==> config.mk <==
export PLATFORM = sky130hd
export DESIGN_NAME = ro_scan_scheduler
export DESIGN_NICKNAME = d
export VERILOG_FILES = /design/src/rtl/ro_scan_scheduler.sv
export SDC_FILE = /design/constraint.sdc
export NUM_CORES = 1
export LEC_CHECK = 0
export BUFFER_PORTS_ARGS = -buffer_cell sky130_fd_sc_hd__buf_2
export CAP_MARGIN = 40
export CORE_AREA = 2 2 78 80
export DETAILED_ROUTE_END_ITERATION = 8
export DIE_AREA = 0 0 80 82
export GPL_ROUTABILITY_DRIVEN = 0
export SLEW_MARGIN = 10
export SYNTH_ARGS = -nofsm -noshare
export SYNTH_HDL_FRONTEND = slang
export SYNTH_SLANG_ARGS = --single-unit
==> constraint.sdc <==
create_clock -name clk -period 2.25 [get_ports clk]
set_input_delay 0.45 -clock clk [delete_from_list [all_inputs] [get_ports clk]]
set_output_delay 0.45 -clock clk [all_outputs]
set_load 0.02 [all_outputs]
==> src/rtl/ro_scan_scheduler.sv <==
// Scan scheduler for the RO temperature sensor: select, settle, measure, latch, then frame out over UART.
// Optional: define ROSCAN_SEQNUM_EN to append an 8-bit frame sequence byte to every frame.
module ro_scan_scheduler #(
  parameter int N_CH          = 4,
  parameter int CNT_W         = 16,
  parameter int WIN_CYCLES    = 1000,
  parameter int SETTLE_CYCLES = 16
) (
  input  logic                     clk,
  input  logic                     reset,
  input  logic                     start,
  input  logic                     continuous,
  input  logic [N_CH-1:0]          ch_mask,
  input  logic [CNT_W-1:0]         cnt_value,
  input  logic                     tx_busy,
  output logic [$clog2(N_CH)-1:0]  ro_sel,
  output logic                     ro_en,
  output logic                     cnt_clr,
  output logic                     cnt_en,
  output logic                     tx_send,
  output logic [7:0]               tx_data,
  output logic                     busy,
  output logic                     done
);

  localparam int CH_W       = $clog2(N_CH);
  localparam int TMR_MAX    = (WIN_CYCLES > SETTLE_CYCLES) ? WIN_CYCLES : SETTLE_CYCLES;
  localparam int TMR_W      = $clog2(TMR_MAX + 1);
  localparam int DATA_BYTES = CNT_W / 8;
`ifdef ROSCAN_SEQNUM_EN
  localparam int FRAME_BYTES = DATA_BYTES + 2;
`else
  localparam int FRAME_BYTES = DATA_BYTES + 1;
`endif
  localparam int BYTE_W     = $clog2(FRAME_BYTES + 1);

  typedef enum logic [2:0] {
    IDLE, SELECT, SETTLE, MEASURE, LATCH, SEND, WAIT_TX, NEXT
  } state_t;

  state_t            state_q, state_d;
  logic [N_CH-1:0]   mask_q, mask_d;
  logic [CH_W-1:0]   idx_q, idx_d;
  logic [TMR_W-1:0]  tmr_q, tmr_d;
  logic [BYTE_W-1:0] byte_q, byte_d;
  logic [CNT_W-1:0]  sh_q, sh_d;
  logic [7:0]        cur_byte, tx_data_d;
  logic              tx_send_d, done_d;
  logic [CH_W:0]     nxt;
`ifdef ROSCAN_SEQNUM_EN
  logic [7:0]        seq_q, seq_d;
`endif

  function automatic logic [CH_W-1:0] lowest_set(input logic [N_CH-1:0] m);
    logic [CH_W-1:0] r;
    r = '0;
    for (int i = N_CH - 1; i >= 0; i--) if (m[i]) r = CH_W'(i);
    return r;
  endfunction

  // MSB flags whether any enabled channel exists above cur.
  function automatic logic [CH_W:0] next_above(input logic [N_CH-1:0] m,
                                               input logic [CH_W-1:0] cur);
    logic [CH_W:0] r;
    r = '0;
    for (int i = N_CH - 1; i >= 0; i--) if (m[i] && (i > int'(cur))) r = {1'b1, CH_W'(i)};
    return r;
  endfunction

  assign nxt = next_above(mask_q, idx_q);

  always_comb begin
    if (byte_q == '0) cur_byte = {4'hA, 4'(idx_q)};
`ifdef ROSCAN_SEQNUM_EN
    else if (byte_q == BYTE_W'(FRAME_BYTES - 1)) cur_byte = seq_q;
`endif
    else cur_byte = sh_q[CNT_W-1 -: 8];
  end

  always_comb begin
    state_d   = state_q;
    mask_d    = mask_q;
    idx_d     = idx_q;
    tmr_d     = tmr_q;
    byte_d    = byte_q;
    sh_d      = sh_q;
    tx_data_d = tx_data;
    tx_send_d = 1'b0;
    done_d    = 1'b0;
`ifdef ROSCAN_SEQNUM_EN
    seq_d     = seq_q;
`endif
    case (state_q)
      IDLE: begin
        if (start) begin
          mask_d = ch_mask;
          if (|ch_mask) begin
            idx_d   = lowest_set(ch_mask);
            state_d = SELECT;
          end else begin
            done_d = 1'b1;
          end
        end
      end
      SELECT: begin
        tmr_d   = '0;
        state_d = SETTLE;
      end
      SETTLE: begin
        if (tmr_q == TMR_W'(SETTLE_CYCLES - 1)) begin
          tmr_d   = '0;
          state_d = MEASURE;
        end else begin
          tmr_d = tmr_q + 1'b1;
        end
      end
      MEASURE: begin
        if (tmr_q == TMR_W'(WIN_CYCLES - 1)) begin
          tmr_d   = '0;
          state_d = LATCH;
        end else begin
          tmr_d = tmr_q + 1'b1;
        end
      end
      LATCH: begin
        sh_d    = cnt_value;
        byte_d  = '0;
        state_d = SEND;
      end
      SEND: begin
        if (!tx_busy) begin
          tx_send_d = 1'b1;
          tx_data_d = cur_byte;
          tmr_d     = '0;
          state_d   = WAIT_TX;
          if (byte_q != '0) sh_d = sh_q << 8;
        end
      end
      // First cycle is unconditional so the transmitter has time to raise tx_busy.
      WAIT_TX: begin
        if (tmr_q == '0) begin
          tmr_d = TMR_W'(1);
        end else if (!tx_busy) begin
          if (byte_q == BYTE_W'(FRAME_BYTES - 1)) begin
            state_d = NEXT;
`ifdef ROSCAN_SEQNUM_EN
            seq_d   = seq_q + 8'd1;
`endif
          end else begin
            byte_d  = byte_q + 1'b1;
            state_d = SEND;
          end
        end
      end
      NEXT: begin
        if (nxt[CH_W]) begin
          idx_d   = nxt[CH_W-1:0];
          state_d = SELECT;
        end else if (continuous) begin
          idx_d   = lowest_set(mask_q);
          state_d = SELECT;
        end else begin
          done_d  = 1'b1;
          state_d = IDLE;
        end
      end
      default: state_d = IDLE;
    endcase
  end

  // Outputs are registered from the next state so they line up with state_q.
  always_ff @(posedge clk) begin
    if (reset) begin
      state_q <= IDLE;
      mask_q  <= '0;
      idx_q   <= '0;
      tmr_q   <= '0;
      byte_q  <= '0;
      sh_q    <= '0;
      ro_sel  <= '0;
      ro_en   <= 1'b0;
      cnt_clr <= 1'b0;
      cnt_en  <= 1'b0;
      tx_send <= 1'b0;
      tx_data <= '0;
      busy    <= 1'b0;
      done    <= 1'b0;
`ifdef ROSCAN_SEQNUM_EN
      seq_q   <= '0;
`endif
    end else begin
      state_q <= state_d;
      mask_q  <= mask_d;
      idx_q   <= idx_d;
      tmr_q   <= tmr_d;
      byte_q  <= byte_d;
      sh_q    <= sh_d;
      ro_sel  <= idx_d;
      ro_en   <= (state_d == SELECT) || (state_d == SETTLE) ||
                 (state_d == MEASURE) || (state_d == LATCH);
      cnt_clr <= (state_d == SELECT);
      cnt_en  <= (state_d == MEASURE);
      tx_send <= tx_send_d;
      tx_data <= tx_data_d;
      busy    <= (state_d != IDLE);
      done    <= done_d;
`ifdef ROSCAN_SEQNUM_EN
      seq_q   <= seq_d;
`endif
    end
  end

endmodule
==> flow_summary.toml, run 1 <==
[global_routing]
groute.usage.overall_pct = 17.93
grt_max_degree = 26
met1_usage_pct = 25.79
grt_pass1_vias = 1957
busiest_layer = "met2"
grtUsageMet2_pct = 26.83
grt_pass1_wl_mm = 9.246
gr-total-overflow = 0
grtUsageMet3_pct = 3.077
antenna_found_initial = 0

[logic_synthesis]
synth-seq-cells = 51
ys_seq_area_share_pct = 41.27
synth_nets = 320
synth_ff_type = "dfxtp_1"
synth.distinct_cells = 56
synth_area_mm2 = 0.002474
synth_warnings = 0
synth_edf_count = 0
syn_area_per_cell_um2 = 8.500
syn_inst = 291
async_reset_ff_share_pct = 0

[worst_setup_path]
critPathBufInv = 1
r2r_cells = 7
cp_top_family = "simple AND/OR/NAND/NOR gates"
cpMaxStageDelayCell = "or3b_2"
cp-start-kind = "flop"
r2r_start = "tmr_q[0]$_SDFFE_PP0P_"
critPathMaxFanout = 5
required_ps = 2430
worstPathArrival_ps = 2290
reg2reg_slack_ps = 140
slowest_delay_ps = 470
cp-end-kind = "flop"
path_class = "reg -> reg"
path_cells = "inv_1 > ha_1 > or3b_2 > o311ai_0 > o221ai_2 > nor3_2 > a221oi_1"
timing.rr.end = "ro_en$_SDFF_PP0_"

[placement]
io_buffer_count = 40
dp_slack_ps = 165.8
dpl.hpwl_mm = 4.103

[finish]
postLayoutCoreUtil_pct = 49.61
nNetsFinal = 360
antenna_cells = 0
nFillCells = 599
synthToLayoutAreaGrowth_pct = 15.22
mostFrequentLayoutCells = "dfxtp_1, nor2_1, buf_2"
drive_above_1_share_pct = 22.59
final_common_cell = "dfxtp_1"
multi_input_area_mm2 = 0.001331
seq_area_mm2 = 0.001021

[run]
cap_violations = 0

[die]
ios = 41
die_area_mm2 = 0.006560
fp.dieH_um = 82
fp.coreArea_mm2 = 0.005746
start_util_pct = 43.05
fp.dieW_um = 80
core.rowCount = 28

[worst_hold_path]
min_from = "cnt_value[0]"
hold_class = "in -> reg"
min_path_cells = 3
min_to = "sh_q[0]$_SDFFE_PP0P_"

[timing]
worst_pin_slew_ps = 623.7
period_needed_ps = 2111
setup-tns-final_ps = 0
slew_viol_final = 0
slew-limit-headroom_pct = 58.36
layout_setup_ws_ps = 139.3
period_share_pct = 93.81
finClkSkew_ps = 14.17
fmax_ghz = 0.4738
final_hold_viol_count = 0
finalSetupViolations = 0
holdWs_ps = 390.0
rsz0062_at_grt = "no"

[routing]
drtIter0Drc = 125
drc = 0
wl_per_cell_um = 14.01
firstDrtPassIters = 4
vias = 2175
antenna_left = 0
routed_wl_mm = 5.704
viasPerCell = 5.344

[cts]
cts_buffers = 5
cts_buffer_depth = 2
cts_tree = "built"
clk_pin_slew_ps = 100
cts.sinks = 51
htreeDepth = 2
cts-root-buf = "clkbuf_8"
worstSkewPairLatency_ps = 320

[power]
p_per_area_mw_per_mm2 = 602.0
leakage_nw = 1.099
ir_drop_v = 0.0003394

[status]
status = "completed"
==> what timing repair did <==
item / in CTS / in global routing
gates resized for setup: 0 / 2
setup endpoints to repair: 0 / 5
hold buffers: 0 / 0
setup buffers: 0 / 0
==> how the worst max path moves through the flow <==
stage               depth (start not counted)                    end             startpoint
finish                                      7       ro_en$_SDFF_PP0_  tmr_q[0]$_SDFFE_PP0P_
detailed placement                          7       ro_en$_SDFF_PP0_  tmr_q[0]$_SDFFE_PP0P_
global placement                            6       ro_en$_SDFF_PP0_             ch_mask[2]
global route                                5  tmr_q[4]$_SDFFE_PP0P_  tmr_q[6]$_SDFFE_PP0P_
floorplan                                   6  tmr_q[4]$_SDFFE_PP0P_  tmr_q[0]$_SDFFE_PP0P_
CTS                                         5  tmr_q[4]$_SDFFE_PP0P_  tmr_q[6]$_SDFFE_PP0P_
==> cells in the mapped netlist (3+ instances only) <==
cell | number | share of area [%]
nor2b_1 | 4 | 1.0
clkbuf_1 | 12 | 1.8
a21oi_1 | 10 | 2.0
mux2i_1 | 11 | 4.5
inv_1 | 9 | 1.4
nand3b_1 | 6 | 1.8
or2_2 | 4 | 1.0
nor4_1 | 5 | 1.3
a31oi_1 | 4 | 1.0
clkbuf_8 | 3 | 1.7
ha_1 | 4 | 2.0
and2_1 | 3 | 0.76
a311oi_1 | 8 | 2.8
dfxtp_1 | 51 | 41
o21ai_0 | 5 | 1.0
nand3_1 | 18 | 3.6
a22oi_1 | 8 | 2.4
nor2_1 | 46 | 7.0
nor3_1 | 11 | 2.2
nand2_1 | 25 | 3.8
==> routing by layer <==
metal  vias up  wire [µm]
met5         -          0
met4         0         74
met3         6        171
met2        36       2581
met1      1009       2877
li1       1124          -
==> cell families (layout without fill, tap and decap cells) <==
family / after synthesis / in the layout / synth area share [%]
AO/OA/AOI/OAI: 56 / 56 / 16.74
buffers and inverters: 26 / 67 / 5.361
adder cells (fa/ha/maj): 4 / 4 / 2.023
multiplexers: 11 / 11 / 4.451
AND/OR/NAND/NOR: 139 / 139 / 28.73
flip-flops: 51 / 51 / 41.27
XOR/XNOR: 4 / 4 / 1.417
==> area by class of cell <==
class	count	share of cell area, %
clock buffer	5	2.414
clock inverter	3	0.9219
inverter	9	1.185
multi-input combinational	214	46.71
sequential	51	35.82
tap	75	3.292
timing repair buffer	50	9.658
==> state kept, by name, summed over array words and instances, names as in the netlist <==
register,count
busy,1
byte_q,2
cnt_clr,1
cnt_en,1
done,1
idx_q,2
mask_q,4
ro_en,1
sh_q,16
state_q,3
tmr_q,10
tx_data,8
tx_send,1
==> metrics by stage <==
stage	power [W]	std cells	instance area, µm²
floorplan	0.001106	291	2474
global placement	0.001167	399	2744
detailed placement	0.001170	399	2744
CTS	0.001744	407	2839
global route	0.001803	407	2850
finish	0.001716	407	2850
==> worst reg2reg max path: stages, from the launching register on <==
cell and delay (ps):
dfxtp_1 370, inv_1 70, ha_1 130, or3b_2 470
o311ai_0 400, o221ai_2 170, nor3_2 250, a221oi_1 120
==> power by group <==
| group | total [W] | leakage (nW) | switching (W) | internal [W] |
|---|---|---|---|---|
| Combinational | 0.000192 | 0.637 | 0.000112 | 0.0000806 |
| Sequential | 0.000957 | 0.413 | 0.0000335 | 0.000923 |
| Clock | 0.000567 | 0.0491 | 0.000337 | 0.000230 |
Power figures use the tool's default switching activity.
==> run 2, diff against run 1 <==
--- a/config.mk
+++ b/config.mk
@@ -11,6 +11,7 @@
 export DETAILED_ROUTE_END_ITERATION = 8
 export DIE_AREA = 0 0 80 82
 export GPL_ROUTABILITY_DRIVEN = 0
+export REMOVE_ABC_BUFFERS = 1
 export SLEW_MARGIN = 10
 export SYNTH_ARGS = -nofsm -noshare
 export SYNTH_HDL_FRONTEND = slang
==> run 2 against run 1 <==
  * Final cell count rose by 0.25%
  * Clock skew fell by 5.0 ps
  * Non-clock buffer count rose by 1
  * Global-route usage fell by 0.20 points
  * Hold slack improved by 5.2 ps
  * Via count rose by 1.1%
  * Routed wire length fell by 3.4%
  * Setup slack improved by 24 ps
  * Design area rose by 0.18%
  * Core utilization rose by 0.087 points
  * Clock power fell by 5.3%
  * Critical path type unchanged
  * Largest cell class unchanged
==> flow_summary.toml, run 2 (same netlist as run 1, synthesis figures left out) <==
[timing]
period_share_pct = 92.72
period_needed_ps = 2086
fmax_ghz = 0.4793
final_hold_viol_count = 0
rsz0062_at_grt = "no"
slew-limit-headroom_pct = 61.07
holdWs_ps = 395.2
worst_pin_slew_ps = 581.4
slew_viol_final = 0
finClkSkew_ps = 9.181
setup-tns-final_ps = 0
finalSetupViolations = 0

[worst_setup_path]
worstPathArrival_ps = 2260
timing.rr.end = "tmr_q[4]$_SDFFE_PP0P_"
critPathBufInv = 0
r2r_start = "tmr_q[6]$_SDFFE_PP0P_"
cp-end-kind = "flop"
required_ps = 2430
critPathMaxFanout = 9
path_cells = "or4_4 > or4_4 > nor3b_2 > a41oi_1 > nor3_1"
reg2reg_slack_ps = 160
cp-start-kind = "flop"
r2r_cells = 5
path_class = "reg -> reg"
slowest_delay_ps = 560
cp_top_family = "simple AND/OR/NAND/NOR gates"
cp_common_cell = "or4_4"
cpMaxStageDelayCell = "or4_4"

[routing]
firstDrtPassIters = 6
viasPerCell = 5.392
wl_per_cell_um = 13.50
drtIter0Drc = 80
drc = 0
vias = 2200
routed_wl_mm = 5.508
antenna_left = 0

[cts]
post-cts-setup-buffers = 0
cts-root-buf = "clkbuf_8"
cts_tree = "built"
htreeDepth = 2
cts_buffer_depth = 2
cts.sinks = 51
worstSkewPairLatency_ps = 310
cts_buffers = 5
clk_pin_slew_ps = 90

[finish]
drive_above_1_share_pct = 22.82
final_common_cell = "dfxtp_1"
largest_registers = "sh_q x16, tmr_q x10, tx_data x8"
mostFrequentLayoutCells = "dfxtp_1, nor2_1, buf_2"
top_register = "sh_q"
largest_reg_flops = 16
synthToLayoutAreaGrowth_pct = 15.43
nNetsFinal = 361
antenna_cells = 0
fin_area_mm2 = 0.002855

[global_routing]
grt_pass1_wl_mm = 9.342
grt_max_degree = 26
groute.usage.overall_pct = 17.73
grt_pass1_vias = 1980
antenna_found_initial = 0
gr-total-overflow = 0

[die]
die_area_mm2 = 0.006560
fp.coreArea_mm2 = 0.005746
core.rowCount = 28
fp.dieW_um = 80
ios = 41
fp.dieH_um = 82
start_util_pct = 43.05

[worst_hold_path]
min_from = "cnt_value[2]"
min_to = "sh_q[2]$_SDFFE_PP0P_"
hold_class = "in -> reg"
min_path_cells = 3

[placement]
dpl.hpwl_mm = 3.989
placed_area_mm2 = 0.002751
io_buffer_count = 40

[status]
status = "completed"

[power]
ir_drop_v = 0.0002326
leakage_nw = 1.099
p_per_area_mw_per_mm2 = 591.1

[run]
cap_violations = 0
==> run 2: cell count changes in the layout (fill, tap and decap cells not counted) <==
cell / change
inv_6: -1
buf_4: +1
clkinvlp_4: +2
o311ai_0: -1
clkinv_4: -1
o311ai_1: +1
==> run 2: where the power goes <==
part           switching (W)  internal [W]
Combinational       0.000119     0.0000834
Clock               0.000314      0.000223
Sequential         0.0000263      0.000923
Total               0.000459       0.00123
==> run 2: cell type report <==
type	count	area (µm²)
Sequential cell	51	1021
Clock inverter	3	23.77
Multi-Input combinational cell	214	1331
Inverter	9	33.78
Timing Repair Buffer	51	282.8
Fill cell	585	2890
Tap cell	75	93.84
Clock buffer	5	68.82
==> run 2: routing by layer <==
metal,up-vias,part of all wire (%),GRT usage [%]
met5,-,0,0
met4,0,1.0,5.254
met3,5,4.0,3.626
met2,42,46,27.75
met1,1027,48,24.66
li1,1126,-,-
==> run 2: how the worst max path moves through the flow <==
stage,start,end,slack [ps],cells past startpoint
4_1_cts,tmr_q[6]$_SDFFE_PP0P_,tmr_q[4]$_SDFFE_PP0P_,150,5
3_3_place_gp,tmr_q[6]$_SDFFE_PP0P_,tmr_q[4]$_SDFFE_PP0P_,200,5
5_1_grt,tmr_q[0]$_SDFFE_PP0P_,ro_en$_SDFF_PP0_,20,6
3_5_place_dp,tmr_q[6]$_SDFFE_PP0P_,tmr_q[4]$_SDFFE_PP0P_,170,5
6_report,tmr_q[6]$_SDFFE_PP0P_,tmr_q[4]$_SDFFE_PP0P_,160,5
2_1_floorplan,state_q[2]$_SDFF_PP0_,tx_data[0]$_SDFFE_PP0P_,240,5
==> run 2: repair_timing <==
| action | in CTS | in global routing |
|---|---|---|
| gates resized for setup | 0 | 3 |
| hold buffers | 0 | 0 |
| setup endpoints to repair | 0 | 3 |
==> run 2: stage by stage <==
stage / total power [W] / instances / util (%) / worst slack (ps)
floorplan: 0.001085 / 274 / - / 235.4
global placement: 0.001169 / 400 / 47.89 / 196.4
detailed placement: 0.001171 / 400 / 47.89 / 172.8
CTS: 0.001712 / 408 / 49.50 / 153.9
global route: 0.001774 / 408 / 49.70 / 16.49
finish: 0.001688 / 408 / 49.70 / 163.8
==> run 2: worst register-to-register path, cell delays in order, from the launching register on <==
cell and delay, ps:
dfxtp_1 360, or4_4 560, or4_4 500, nor3b_2 240
a41oi_1 230, nor3_1 70
==> run 3, diff against run 2 <==
--- a/config.mk
+++ b/config.mk
@@ -7,10 +7,11 @@
 export LEC_CHECK = 0
 export BUFFER_PORTS_ARGS = -buffer_cell sky130_fd_sc_hd__buf_2
 export CAP_MARGIN = 40
-export CORE_AREA = 2 2 78 80
+export CORE_AREA = 2 2 71 73
 export DETAILED_ROUTE_END_ITERATION = 8
-export DIE_AREA = 0 0 80 82
+export DIE_AREA = 0 0 73 75
 export GPL_ROUTABILITY_DRIVEN = 0
+export PLACE_DENSITY = 0.75
 export REMOVE_ABC_BUFFERS = 1
 export SLEW_MARGIN = 10
 export SYNTH_ARGS = -nofsm -noshare
==> constraint.sdc (replaced) <==
create_clock -name clk -period 2.25 [get_ports clk]
set_input_delay 0.3375 -clock clk [delete_from_list [all_inputs] [get_ports clk]]
set_output_delay 0.3375 -clock clk [all_outputs]
set_load 0.02 [all_outputs]
==> run 3 against run 2 <==
  * Sequential power increased by 0.5%
  * Critical path depth unchanged
  * Register-to-register slack about the same
  * Critical path type unchanged
  * Largest power group unchanged
==> flow_summary.toml, run 3 (same netlist as run 1, synthesis figures left out) <==
[status]
status = "completed"

[finish]
top_register = "sh_q"
nFillCells = 422
instances_no_fill = 385
largest_reg_flops = 16
drive_above_1_share_pct = 21.75
synthToLayoutAreaGrowth_pct = 14.11
nNetsFinal = 359
seq_area_mm2 = 0.001021
final_common_cell = "dfxtp_1"
largest_registers = "sh_q x16, tmr_q x10, tx_data x8"
antenna_cells = 0
multi_input_area_mm2 = 0.001320
mostFrequentLayoutCells = "dfxtp_1, nor2_1, buf_2"

[routing]
firstDrtPassIters = 4
vias = 2244
drtIter0Drc = 107
antenna_left = 0
routed_wl_mm = 5.435
viasPerCell = 5.829
drc = 0
wl_per_cell_um = 14.12

[global_routing]
antenna_found_initial = 0
groute.usage.overall_pct = 21.10
grt_max_degree = 29
grt_pass1_vias = 2010
gr-total-overflow = 0
grt_pass1_wl_mm = 9.032

[worst_hold_path]
hold_class = "in -> reg"

[worst_setup_path]
timing.rr.end = "tmr_q[4]$_SDFFE_PP0P_"
critPathMaxFanout = 9
required_ps = 2430
slowest_delay_ps = 560
cp-end-kind = "flop"
cp-startpoint = "tmr_q[6]$_SDFFE_PP0P_"
reg2reg_slack_ps = 150
path_cells = "or4_4 > or4_4 > nor3b_2 > a41oi_1 > nor3_1"
r2r_start = "tmr_q[6]$_SDFFE_PP0P_"
cp-start-kind = "flop"
r2r_cells = 5
path_class = "reg -> reg"
crit_path_end = "tmr_q[4]$_SDFFE_PP0P_"
cpMaxStageDelayCell = "or4_4"
cp_common_cell = "or4_4"
worstPathArrival_ps = 2280

[placement]
dpl.hpwl_mm = 3.860
io_buffer_count = 40
dp_cells = 377
dp_slack_ps = 160.9

[timing]
final_hold_viol_count = 0
slew_viol_final = 0
fmax_ghz = 0.4763
slew-limit-headroom_pct = 59.01
period_share_pct = 93.32
setup-tns-final_ps = 0
finalSetupViolations = 0
layout_setup_ws_ps = 150.4
worst_pin_slew_ps = 614.0
rsz0062_at_grt = "no"
finClkSkew_ps = 5.474
period_needed_ps = 2100

[cts]
cts_resized = 0
cts-root-buf = "clkbuf_8"
cts_buffer_depth = 2
clk_pin_slew_ps = 90
worstSkewPairLatency_ps = 310
cts_tree = "built"
htreeDepth = 2
cts.sinks = 51
cts_hold_buf = 0
post-cts-setup-buffers = 0
cts_buffers = 5

[die]
start_util_pct = 53.07
ios = 41
fp.coreArea_mm2 = 0.004661
core.rowCount = 25
fp.dieH_um = 75
die_area_mm2 = 0.005475
fp.dieW_um = 73

[power]
p_per_area_mw_per_mm2 = 633.9
ir_drop_v = 0.0004639
leakage_nw = 1.100

[run]
cap_violations = 0
run 3: cell count changes in the layout (fill, tap and decap cells not counted), sizes merged:
cell / previous run / this run
clkinvlp: 2 / 0
inv: 10 / 9
buf: 51 / 49
bufinv: 0 / 1
clkinv: 0 / 2
run 3: report_power, final:
part | total [W] | internal [W] | switching [W]
sequential | 0.000954 | 0.000923 | 0.0000308
clock | 0.000644 | 0.000331 | 0.000313
combinational | 0.000191 | 0.0000805 | 0.000111
run 3: critical path: cells and delay by family (launching register included):
kind,cells,cell delay [ps]
simple gates,4,1360
flops,1,370
compound gates,1,250
run 3: cell type report:
| type | instances | area share, % |
|---|---|---|
| well taps | 54 | 2.394 |
| clock buffers | 5 | 2.438 |
| multi-input cells | 214 | 46.76 |
| inverters | 9 | 1.197 |
| repair buffers | 49 | 9.486 |
| flip-flops and latches | 51 | 36.17 |
| clock inverters | 3 | 1.551 |
run 3: worst min-delay path by stage:
stage / startpoint / to / slack (ps) / cells after the start
after CTS: cnt_value[14] / sh_q[14]$_SDFFE_PP0P_ / 270 / 3
after floorplan: reset / done$_SDFF_PP0_ / 410 / 1
after detailed placement: tx_data[6]$_SDFFE_PP0P_ / tx_data[6]$_SDFFE_PP0P_ / 440 / 2
after global placement: tx_data[6]$_SDFFE_PP0P_ / tx_data[6]$_SDFFE_PP0P_ / 440 / 2
final: cnt_value[10] / sh_q[10]$_SDFFE_PP0P_ / 280 / 3
after global routing: cnt_value[11] / sh_q[11]$_SDFFE_PP0P_ / 280 / 3
run 3: metal layers:
metal  part of all wire [%]  track usage (%)
met1                     46            27.06
met2                     48            34.93
met3                    4.3            4.150
met4                    1.4            8.642
met5                      0                0
run 3: stage by stage:
stage | total power [W] | utilization (%) | cell area (µm²) | hold WS (ps)
2_1_floorplan | 0.001085 | - | 2375 | 406.6
3_3_place_gp | 0.001161 | 58.15 | 2710 | 435.3
3_5_place_dp | 0.001164 | 58.15 | 2710 | 440.8
4_1_cts | 0.001803 | 60.56 | 2823 | 271.4
5_1_grt | 0.001866 | 60.56 | 2823 | 275.7
6_report | 0.001789 | 60.56 | 2823 | 280.5
